$ cat src/rtl/spram_fifo_pkg.sv
// rtl/spram_fifo_pkg.sv - shared constants and RAM port operation select for spram_fifo_ctrl
package spram_fifo_pkg;

  // Output buffer entries that sit behind the RAM read port.
  localparam int OB_DEPTH = 2;

  // Which access owns the single RAM port in a given cycle.
  typedef enum logic [1:0] {
    IDLE  = 2'd0,
    WRITE = 2'd1,
    READ  = 2'd2
  } ram_op_e;

endpackage

$ cat src/rtl/spram.sv
// rtl/spram.sv - single-port RAM, registered read address, write-first
module spram #(
  parameter int DATA_WIDTH = 8,
  parameter int ADDR_WIDTH = 4
) (
  input  logic                  clk,
  input  logic                  i_en,
  input  logic                  i_we,
  input  logic [ADDR_WIDTH-1:0] i_addr,
  input  logic [DATA_WIDTH-1:0] i_wdata,
  output logic [DATA_WIDTH-1:0] o_rdata
);

  localparam int DEPTH = 1 << ADDR_WIDTH;

  logic [DATA_WIDTH-1:0] r_mem [DEPTH];
  logic [ADDR_WIDTH-1:0] r_addr;

  // One access per cycle; the address is captured so data appears the following cycle.
  always_ff @(posedge clk) begin
    if (i_en) begin
      if (i_we) begin
        r_mem[i_addr] <= i_wdata;
      end
      r_addr <= i_addr;
    end
  end

  // Reading through the stored address returns freshly written data (write-first).
  assign o_rdata = r_mem[r_addr];

endmodule

$ cat src/rtl/spram_fifo_ctrl.sv
// rtl/spram_fifo_ctrl.sv - FIFO over one single-port RAM with a 2-entry output buffer; option SPRAM_FIFO_BYPASS_EN
module spram_fifo_ctrl #(
  parameter int DATA_WIDTH = 8,
  parameter int FIFO_DEPTH = 16,
  parameter int ADDR_WIDTH = $clog2(FIFO_DEPTH)
) (
  input  logic                  clk,
  input  logic                  rst_n,
  input  logic                  s_valid,
  output logic                  s_ready,
  input  logic [DATA_WIDTH-1:0] s_data,
  output logic                  m_valid,
  input  logic                  m_ready,
  output logic [DATA_WIDTH-1:0] m_data,
  output logic [ADDR_WIDTH:0]   count
);

  import spram_fifo_pkg::*;

  logic [ADDR_WIDTH-1:0] r_wr_ptr;
  logic [ADDR_WIDTH-1:0] r_rd_ptr;
  logic [ADDR_WIDTH:0]   r_ram_cnt;
  logic                  r_rd_pend;
  logic [1:0]            r_ob_cnt;
  logic [DATA_WIDTH-1:0] r_ob_data [OB_DEPTH];

  logic [1:0]            w_ob_fill;
  logic                  w_rd_req;
  logic                  w_s_ready;
  logic                  w_s_fire;
  logic                  w_bypass;
  logic                  w_pop;
  logic                  w_push;
  logic                  w_ob_slot;
  logic [DATA_WIDTH-1:0] w_push_data;
  logic [DATA_WIDTH-1:0] w_ram_rdata;
  logic [ADDR_WIDTH-1:0] w_ram_addr;
  ram_op_e               w_op;

  // Output-buffer slots already spoken for, including a read still in flight.
  assign w_ob_fill = r_ob_cnt + {1'b0, r_rd_pend};
  assign w_rd_req  = (r_ram_cnt != '0) && (w_ob_fill < 2'd2);

  // A write normally wins the port; the read takes it only when the output side would starve.
  assign w_s_ready = (r_ram_cnt < (ADDR_WIDTH+1)'(FIFO_DEPTH)) &&
                     !(w_rd_req && (w_ob_fill == 2'd0));
  assign w_s_fire  = s_valid && w_s_ready;

`ifdef SPRAM_FIFO_BYPASS_EN
  assign w_bypass = w_s_fire && (r_ram_cnt == '0) && !r_rd_pend && (r_ob_cnt < 2'd2);
`else
  assign w_bypass = 1'b0;
`endif

  // Select the single RAM access for this cycle.
  always_comb begin
    w_op = IDLE;
    if (w_s_fire && !w_bypass) begin
      w_op = WRITE;
    end else if (w_rd_req) begin
      w_op = READ;
    end
  end

  assign w_ram_addr  = (w_op == WRITE) ? r_wr_ptr : r_rd_ptr;
  assign w_pop       = (r_ob_cnt != 2'd0) && m_ready;
  assign w_push      = r_rd_pend || w_bypass;
  assign w_push_data = r_rd_pend ? w_ram_rdata : s_data;
  // Slot the pushed word lands in once this cycle's pop has shifted the buffer.
  assign w_ob_slot   = r_ob_cnt[1] | (r_ob_cnt[0] & ~w_pop);

  spram #(
    .DATA_WIDTH (DATA_WIDTH),
    .ADDR_WIDTH (ADDR_WIDTH)
  ) u_ram (
    .clk     (clk),
    .i_en    (w_op != IDLE),
    .i_we    (w_op == WRITE),
    .i_addr  (w_ram_addr),
    .i_wdata (s_data),
    .o_rdata (w_ram_rdata)
  );

  // RAM-side bookkeeping: pointers, occupancy and the read-in-flight flag.
  always_ff @(posedge clk or negedge rst_n) begin
    if (!rst_n) begin
      r_wr_ptr  <= '0;
      r_rd_ptr  <= '0;
      r_ram_cnt <= '0;
      r_rd_pend <= 1'b0;
    end else begin
      case (w_op)
        WRITE: begin
          r_wr_ptr  <= r_wr_ptr + 1'b1;
          r_ram_cnt <= r_ram_cnt + 1'b1;
        end
        READ: begin
          r_rd_ptr  <= r_rd_ptr + 1'b1;
          r_ram_cnt <= r_ram_cnt - 1'b1;
        end
        default: ;
      endcase
      r_rd_pend <= (w_op == READ);
    end
  end

  // Output buffer: entry 0 is the oldest; pop shifts, push fills the next free slot.
  always_ff @(posedge clk or negedge rst_n) begin
    if (!rst_n) begin
      r_ob_cnt <= 2'd0;
      for (int i = 0; i < OB_DEPTH; i++) begin
        r_ob_data[i] <= '0;
      end
    end else begin
      if (w_pop) begin
        r_ob_data[0] <= r_ob_data[1];
      end
      if (w_push) begin
        r_ob_data[w_ob_slot] <= w_push_data;
      end
      r_ob_cnt <= r_ob_cnt + {1'b0, w_push} - {1'b0, w_pop};
    end
  end

  // Internal state is already held clear in reset; only the visible ready needs gating.
  assign s_ready = rst_n && w_s_ready;
  assign m_valid = (r_ob_cnt != 2'd0);
  assign m_data  = r_ob_data[0];
  assign count   = r_ram_cnt + (ADDR_WIDTH+1)'(r_rd_pend) + (ADDR_WIDTH+1)'(r_ob_cnt);

endmodule

$ cat config.mk
export PLATFORM = sky130hd
export DESIGN_NAME = spram_fifo_ctrl
export DESIGN_NICKNAME = d
export VERILOG_FILES = /design/src/rtl/spram_fifo_pkg.sv /design/src/rtl/spram.sv /design/src/rtl/spram_fifo_ctrl.sv
export SDC_FILE = /design/constraint.sdc
export NUM_CORES = 1
export LEC_CHECK = 0
export CELL_PAD_IN_SITES_DETAIL_PLACEMENT = 0
export CELL_PAD_IN_SITES_GLOBAL_PLACEMENT = 1
export CORE_ASPECT_RATIO = 0.8
export CORE_MARGIN = 2
export CORE_UTILIZATION = 34
export DETAILED_ROUTE_END_ITERATION = 10
export PLACE_DENSITY = 0.56
export SYNTH_ARGS = -nofsm -noshare
export SYNTH_HDL_FRONTEND = slang
export SYNTH_SLANG_ARGS = --single-unit
$ cat constraint.sdc
create_clock -name clk -period 3.7 [get_ports clk]
set_input_delay 0.74 -clock clk [delete_from_list [all_inputs] [get_ports clk]]
set_output_delay 0.74 -clock clk [all_outputs]
set_load 0.03 [all_outputs]
Yosys cells after proc, flatten, opt, wreduce, memory -nomap -nowiden
Memory sizes are Yosys's and may differ from the RTL's. A register that Yosys moved wholly into a read port is not among the register bits.
Index checks and enable logic that the tools add are counted.
- add/subtract/negate cells: 8
- magnitude comparators: 4
- equal/unequal tests: 2
- muxes and demuxes: 14
- bitwise operators: 4
- reduce and logical (&&, ||, !) cells: 13
- operator list (kind ; number):
    two-way mux 8 bit ; 3
    bitwise mux 16 bit ; 1
    two-way mux 16 bit ; 1
    one-hot mux 5 bit (2 select lines) ; 1
    adder 4 x 1 -> 4 bit, second input constant ; 2
    demux 8 bit (select 1 bit) ; 1
    two-way mux 4 bit ; 2
    logical AND 1 bit ; 7
    nonzero test 2 bit ; 3
    adder 5 x 1 -> 5 bit ; 1
    adder 5 x 1 -> 5 bit, second input constant ; 1
    adder 5 x 2 -> 5 bit ; 1
    < comparator 5 bit, second input constant ; 1
    nonzero test 5 bit ; 1
    subtractor 5 x 1 -> 5 bit, second input constant ; 1
    two-way mux 2 bit ; 2
    two-way mux 1 bit ; 3
    adder 2 x 1 -> 2 bit ; 1
    == test 2 x 1 -> 1 bit, second input constant ; 1
    == test 2 bit, second input constant ; 1
    greater-or-equal comparator 2 bit, second input constant ; 1
    logical NOT 2 bit ; 1
    < comparator 2 x 1 -> 1 bit, second input constant ; 1
    < comparator 2 bit, second input constant ; 1
    other kinds (6) ; 6
- flip-flop bits (word level): 36
- RAM bits: 128
- bits of input ports: 12
- output and inout port bits: 15
- logic and storage cells: 54
- memories: 1
- memory list (memory ; words ; width ; rd ports ; clocked after memory_dff ; write ports ; RTL line ; text):
    u_ram.r_mem ; 16 ; 8 ; 1 ; 1 ; 1 ; spram.sv:16 ; logic [DATA_WIDTH-1:0] r_mem [DEPTH];

Logic depth before layout (Yosys ltp)
Gate-level depths: netlist of the first run.
- word-level depth: 12
- depth in mapped cells: 10
- mapped depth without buffers: 9

Cells and area by module
A second synthesis of the first run with hierarchy kept.
- cell total of the unflattened synthesis: 414
- area, all modules: 7078.0 sq um
- modules (own cells, without submodules) (module ; times used ; cells each ; area an instance (sq um) ; seq. area each (sq um)):
    spram ; 1 ; 236 ; 5240.0 ; 4043.9
    spram_fifo_ctrl ; 1 ; 178 ; 1838.0 ; 800.8

Worst setup path after synthesis of the first run
OpenSTA, ideal clock, no wires.
- path type: flip-flop to output port
- from: register r_ram_cnt[0]
- to: output s_ready
- data arrival time: 1.937 ns
- required time: 2.960 ns
- setup slack: 1.023 ns
- stages on the path, launching flop included: 5
- buffers on the path: 0
- cells stage by stage: dfrtp_1 -> or4_4 -> o21ai_4 -> nor2_1 -> nor3b_1
- longest elaborated chain between the ends: 6
- elaborated cells between the ends (all ways): 7
- those cells by class: 1 x order compare; 6 x reduce/logical
- ends and longest elaborated chain (what ; RTL line ; text):
    from (decl) ; spram_fifo_ctrl.sv:22 ; logic [ADDR_WIDTH:0] r_ram_cnt;
    from (signal assigned) ; spram_fifo_ctrl.sv:95 ; r_ram_cnt <= r_ram_cnt + 1'b1;
    from (signal assigned) ; spram_fifo_ctrl.sv:99 ; r_ram_cnt <= r_ram_cnt - 1'b1;
    parallel branches: the longest is 4 deep, another holds < comparator 5 bit ; - ;
    logical AND 1 bit * ; spram_fifo_ctrl.sv:45 ; assign w_s_ready = (r_ram_cnt < (ADDR_WIDTH+1)'(FIFO_DEPTH)) &&
    logical AND 1 bit * ; spram_fifo_ctrl.sv:126 ; assign s_ready = rst_n && w_s_ready;
    to (decl) ; spram_fifo_ctrl.sv:10 ; output logic s_ready,
Every way passes the cells marked *.

Worst setup path in the final report of the first run
- from: register r_ram_cnt[0]
- to: output count[4]
- longest elaborated chain between the ends: 2
- ends and longest elaborated chain (what ; RTL line ; text):
    adder 5 x 1 -> 5 bit ; spram_fifo_ctrl.sv:129 ; assign count = r_ram_cnt + (ADDR_WIDTH+1)'(r_rd_pend) + (ADDR_WIDTH+1)'(r_ob_cnt);
    adder 5 x 2 -> 5 bit ; spram_fifo_ctrl.sv:129 ;
    to (decl) ; spram_fifo_ctrl.sv:15 ; output logic [ADDR_WIDTH:0] count
No other way between the ends.

==> results of run 1 <==
-- layout make-up --
| type | instances | area [sq um] | share of cell area |
|---|---|---|---|
| sequential | 168 | 4850 | 0.593 |
| inverter | 14 | 52.6 | 0.00643 |
| clock buffer | 21 | 440 | 0.0539 |
| multi-input combinational | 207 | 2020 | 0.247 |
| clock inverter | 10 | 57.6 | 0.00705 |
| tap | 269 | 337 | 0.0412 |
| timing repair buffer | 47 | 415 | 0.0509 |
-- final timing paths --
check	start	end	slack [ns]	cells after the start
min in group asynchronous	rst_n	r_ram_cnt[2]	0.75	2
hold / removal	u_ram.r_addr[3]	register	0.47	1
max in group asynchronous	rst_n	m_data[4]	2.63	2
setup / recovery	r_ram_cnt[0]	count[4]	0.35	7
setup reg to reg	r_ram_cnt[4]	u_ram.r_mem[9][6]	1.07	6
hold reg to reg	u_ram.r_addr[3]	register	0.47	1
-- where the power goes --
part	internal [mW]	switching, mW
clock network	0.842	0.677
registers	2.40	0.394
logic	1.33	1.48
-- logic make-up after synthesis --
logic type | synth area share
flip-flops | 0.684
AND/OR/NAND/NOR | 0.0555
multiplexers | 0.156
buffers and inverters | 0.0309
AO/OA/AOI/OAI | 0.0343
XOR/XNOR | 0.0200
adder cells (fa/ha/maj) | 0.0198
-- registers in the layout, indices dropped and copies added, names as in the netlist, named ones only --
register	count
r_ob_cnt	2
m_data	8
r_rd_ptr	4
r_ram_cnt	5
u_ram.r_mem	128
r_wr_ptr	4
r_rd_pend	1
u_ram.r_addr	4
-- Yosys cell counts (2+ instances only) --
library cell	number
xor2_1	4
buf_2	5
nand2b_1	4
nand3_1	4
buf_1	4
nor3_2	2
clkbuf_1	8
inv_1	14
or2_2	2
nand4_1	2
nor2_1	24
nand2_1	25
o21ai_0	21
mux2_4	3
ha_1	8
dfrtp_1	32
mux4_2	32
buf_4	8
dfxtp_1	4
o211a_1	2
a21oi_1	11
fa_1	2
mux2_2	21
xnor2_1	9
mux2i_1	10
edfxtp_1	132
nor3_1	3
nand3b_1	2
-- stage by stage --
stage	hold WS, ns	worst slack (ns)	power [mW]	instance area [sq um]	util
final	0.468	0.349	7.13	8170	0.397
after CTS	0.476	0.310	7.24	8170	0.397
after global placement	0.458	0.797	5.67	7670	0.373
after detailed placement	0.458	0.746	5.71	7670	0.373
after global routing	0.494	0.230	7.59	8170	0.397
after floorplan	0.444	1.02	4.88	7080	-
-- per-layer routing --
layer / vias up / wire, um / global-route usage
li1: 1652 / - / -
met1: 1827 / 7250 / 0.208
met2: 55 / 6490 / 0.210
met3: 13 / 635 / 0.0423
met4: 0 / 132 / 0.0330
met5: - / 0 / 0
-- critical path: stages (launching register included) --
cell and delay (ns):
dfrtp_1 0.43, inv_1 0.12, fa_1 0.45, inv_1 0.08, fa_1 0.19, nand3_1 0.10, xnor2_1 0.14, clkdlybuf4s50_1 0.68
==> out/results.tsv, run 1 <==
stage	metric	value	unit
detailed_routing	routed_wire_length_per_instance	19.7	um
placed_design	port_buffers	26	
pwr	ir_worst_vdd	0.462	mV
timing	hold_violations	0	
clock_tree	clock_path_buffers	2	
worst_setup_path	path_class	reg2out	
synthesis	synth_top_area_cell	edfxtp_1	
timing	relSlewSlack	0.301	
worst_setup_path	worstSetupEndpointType	output port	
final_layout	drive_gt1_frac	0.244	
placed_design	routabilityCongestion	0.736	
timing	rsz0062_at_grt	no	
detailed_routing	viasPerCell	4.82	
synthesis	synth_edf_count	132	
clock_tree	clk_pin_slew_worst_paths	0.06	ns
synthesis	synthArstFlopShare	0.190	
global_routing	grt_pass1_vias	3673	
die	start_util	0.344	
synthesis	netlist_area	7080	sq um
timing	final.period_utilization	0.906	
die	num_io_pins	27	
timing	fin_tns_setup	0	ns
detailed_routing	drt_iter0_drc	286	
pwr	p_leak	2.87	nW
final_layout	diodes	0	
global_routing	antenna_found_initial	0	
synthesis	synth_nets	439	
clock_tree	numCtsBuffers	17	
synthesis	ys_seq_area_frac	0.684	
timing	slew_viol_final	0	
final_layout	final_common_cell	edfxtp_1	
clock_tree	htreeDepth	4	
worst_setup_path	worst_setup_path_start_kind	register	
die	num_rows	47	
timing	period_needed	3.35	ns
global_routing	grt_pass1_wl	22300	um
final_layout	num-nets-final	477	
final_layout	final_cell_mix	132 x edfxtp_1, 32 x mux4_2, 32 x dfrtp_1	
timing	finClkSkew	0.00799	ns
placed_design	dp_hpwl	9400	um
die	coreArea	20600	sq um
synthesis	yosys_warnings	0	
synthesis	ys_types	47	
synthesis	syn-instance-count	417	
final_layout	n_fill_cell	1887	
global_routing	grt.overflow.total	0	
final_layout	area_growth	15.3	%
clock_tree	post_cts_resized	0	
run_status	outcome	completed	
timing	worstMarginPinSlew	1.05	ns
detailed_routing	drc_errors	0	
synthesis	synth.area.top_cells	edfxtp_1 56%, dfrtp_1 11%, mux4_2 10%	
detailed_routing	dr.pass1.iters	4	
die	dieWidth	165	um
detailed_routing	ant_nets	0	
timing	clock.fmax	298	MHz
global_routing	grt_usage	0.142	
clock_tree	clk-insertion-delay-late	0.42	ns
clock_tree	cts_tree	yes	
timing	setup_viol	0	
worst_setup_path	crit_required	2.96	ns
worst_setup_path	arrival	2.61	ns
worst_setup_path	crit_fanout	5	
placed_design	dp.cells	705	
clock_tree	clkSinkCount	168	
synthesis	syn_area_per_cell	17.0	sq um
clock_tree	clockRootBuffer	clkbuf_16	
synthesis	ys_ff_latch	168	
flow_run	maxCapViolCount	0	
synthesis	synth.top_cell.area_share	0.560	
clock_tree	ctsHoldBuffers	0	
min_path	hp-class	reg2reg	
synthesis	yosys_most_used_dff	edfxtp_1	
pwr	powerDensity	873	nW/um^2
die	fp.dieArea	22000	sq um
detailed_routing	vias	3547	
detailed_routing	wl	14500	um
global_routing	grt_max_degree	33	
die	die_h	133	um
clock_tree	post_cts_buffers	0	
final_layout	fin_cells	736	
(Power assumes the default switching activity.)
==> run 2, diff against run 1 <==
Settings changed: CORE_ASPECT_RATIO 0.8 to 1.75.
==> run 2 against run 1 <==
The flow now finishes with violations (design-rule violations). Count of clock-buffer cells in the layout down 4. First-iteration DRC count down 1.0%. Global-route usage increased by 0.43 points. Utilization is 0.52 points higher. Sequential power is essentially flat. Clock power increased by 11%. Design area increased by 0.29%. Wire length is 2.8% higher. Via count is 0.93% higher. Register-to-register slack got worse by 0.23 ns. Worst hold slack better by 0.0094 ns. Combinational power hardly changed. Critical endpoint unchanged. Highest routed layer unchanged.
==> out/results.tsv, run 2 (synthesis gave the netlist of run 1 again) <==
stage	metric	value	unit	change
placed_design	routabilityCongestion	0.717		-2.5%
worst_setup_path	worstSetupEndpointType	output port		
final_layout	largest-register	u_ram.r_mem		
final_layout	area_growth	15.7	%	
die	die_h	195	um	+46%
worst_setup_path	crit_buf_inv	3		unchanged
final_layout	drive_gt1_frac	0.248		+0.00428
clock_tree	clkSinkCount	168		unchanged
final_layout	largest_reg_flops	128		unchanged
detailed_routing	drc_errors	3		+3
clock_tree	ctsHoldBuffers	0		unchanged
worst_setup_path	r2r-start	r_ram_cnt[4]		
timing	period_needed	3.35	ns	-0.000302 ns
detailed_routing	vias	3580		+0.93%
clock_tree	post_cts_resized	0		unchanged
detailed_routing	viasPerCell	5.01		+3.9%
detailed_routing	ant_nets	0		unchanged
clock_tree	cts_tree	yes		
worst_setup_path	reg2reg_slack	0.84	ns	-0.23 ns
clock_tree	clockRootBuffer	clkbuf_16		
run_status	outcome	finished, violations left		
final_layout	diodes	0		unchanged
global_routing	grt.overflow.total	0		unchanged
worst_setup_path	slowest_stage	clkdlybuf4s50_1		
worst_setup_path	worst_setup_path_start_kind	register		
global_routing	grt_usage	0.146		+0.00429
pwr	ir_worst_vdd	0.366	mV	-21%
pwr	powerDensity	889	nW/um^2	+1.8%
timing	worstMarginPinSlew	0.920	ns	-0.127 ns
clock_tree	htreeDepth	4		unchanged
die	num_rows	69		+47%
die	start_util	0.348		+0.00351
clock_tree	clk-insertion-delay-late	0.42	ns	about the same
pwr	power	7.28	mW	+2.1%
worst_setup_path	arrival	2.61	ns	about the same
detailed_routing	routed_wire_length_per_instance	20.9	um	+5.8%
worst_setup_path	crit_required	2.96	ns	about the same
detailed_routing	drt_iter0_drc	283		-1.0%
worst_setup_path	path_class	reg2out		
clock_tree	clk_pin_slew_worst_paths	0.07	ns	about the same
timing	relSlewSlack	0.386		+0.0847
timing	finClkSkew	0.00960	ns	+0.00160 ns
final_layout	final_cell_mix	132 x edfxtp_1, 32 x mux4_2, 32 x dfrtp_1		
detailed_routing	dr.pass1.iters	9		+5
die	coreArea	20400	sq um	-1.0%
timing	rsz0062_at_grt	no		
pwr	p_leak	2.90	nW	+1.0%
timing	final.period_utilization	0.906		about the same
global_routing	grt_max_degree	33		unchanged
flow_run	maxCapViolCount	0		unchanged
worst_setup_path	crit_chain	inv_1, fa_1, inv_1, fa_1, nand3_1, xnor2_1, clkdlybuf4s50_1		
detailed_routing	wl	14900	um	+2.8%
timing	setup_viol	0		unchanged
final_layout	final_common_cell	edfxtp_1		
min_path	hp-class	reg2reg		
timing	hold_violations	0		unchanged
global_routing	grt_pass1_wl	23300	um	+4.7%
timing	fin_tns_setup	0	ns	unchanged
placed_design	port_buffers	26		unchanged
worst_setup_path	cp-startpoint	r_ram_cnt[0]		
die	fp.dieArea	22000	sq um	+0.17%
worst_setup_path	max_stage_delay	0.68	ns	about the same
run_status	violations	design-rule violations		
worst_setup_path	crit_fanout	5		unchanged
global_routing	antenna_found_initial	0		unchanged
final_layout	num-nets-final	476		-0.21%
placed_design	dp_hpwl	10300	um	+9.8%
timing	slew_viol_final	0		unchanged
die	dieWidth	113	um	-32%
clock_tree	numCtsBuffers	17		unchanged
clock_tree	post_cts_buffers	0		unchanged
clock_tree	clock_path_buffers	2		unchanged
die	num_io_pins	27		unchanged
global_routing	grt_pass1_vias	3862		+5.1%
worst_setup_path	crit_family	buffers and inverters		
timing	clock.fmax	298	MHz	about the same
[run 2: cell count changes in the layout (fill, tap and decap cells not counted), sizes merged]
cell,delta
clkinvlp,-3
clkinv,+5
buf,-1
inv,+2
bufinv,+1
clkbuf,-4
[run 2: path summary, 6_finish.rpt]
path | cells after the start | end
min in group asynchronous | 2 | r_ram_cnt[3]
worst max-delay path | 7 | count[4]
worst min register to register | 2 | register
worst min-delay path | 2 | register
worst max register to register | 5 | u_ram.r_mem[7][6]
max in group asynchronous | 2 | async pin
[run 2: power by group]
group	internal, mW	total (mW)	switching [mW]
clock	0.928	1.68	0.748
sequential	2.40	2.79	0.390
combinational	1.34	2.81	1.47
[run 2: worst min-delay path: stages, from the launching register on]
cell,delay (ns)
dfrtp_1,0.34
nand2_1,0.04
o21ai_0,0.06
[run 2: cell type report]
class,count,area [sq um]
repair buffers,46,408
fillers,1878,12200
inverters,14,52.6
flip-flops and latches,168,4850
well taps,248,310
clock inverters,15,130
clock buffers,17,425
multi-input cells,207,2020
[run 2: per-layer routing]
metal | share of wire | vias to the layer above | global-route usage
li1 | - | 1653 | -
met1 | 0.39 | 1839 | 0.161
met2 | 0.56 | 68 | 0.267
met3 | 0.025 | 20 | 0.0259
met4 | 0.027 | 0 | 0.0714
met5 | 0 | - | 0
[run 2: stage by stage]
step	worst slack [ns]	hold slack (ns)	util	cell area, sq um	std cells
floorplan	1.02	0.444	-	7080	417
global placement	0.719	0.458	0.375	7640	683
detailed placement	0.773	0.467	0.375	7640	683
CTS	0.325	0.483	0.402	8190	715
global route	0.189	0.507	0.402	8190	715
finish	0.349	0.478	0.402	8190	715
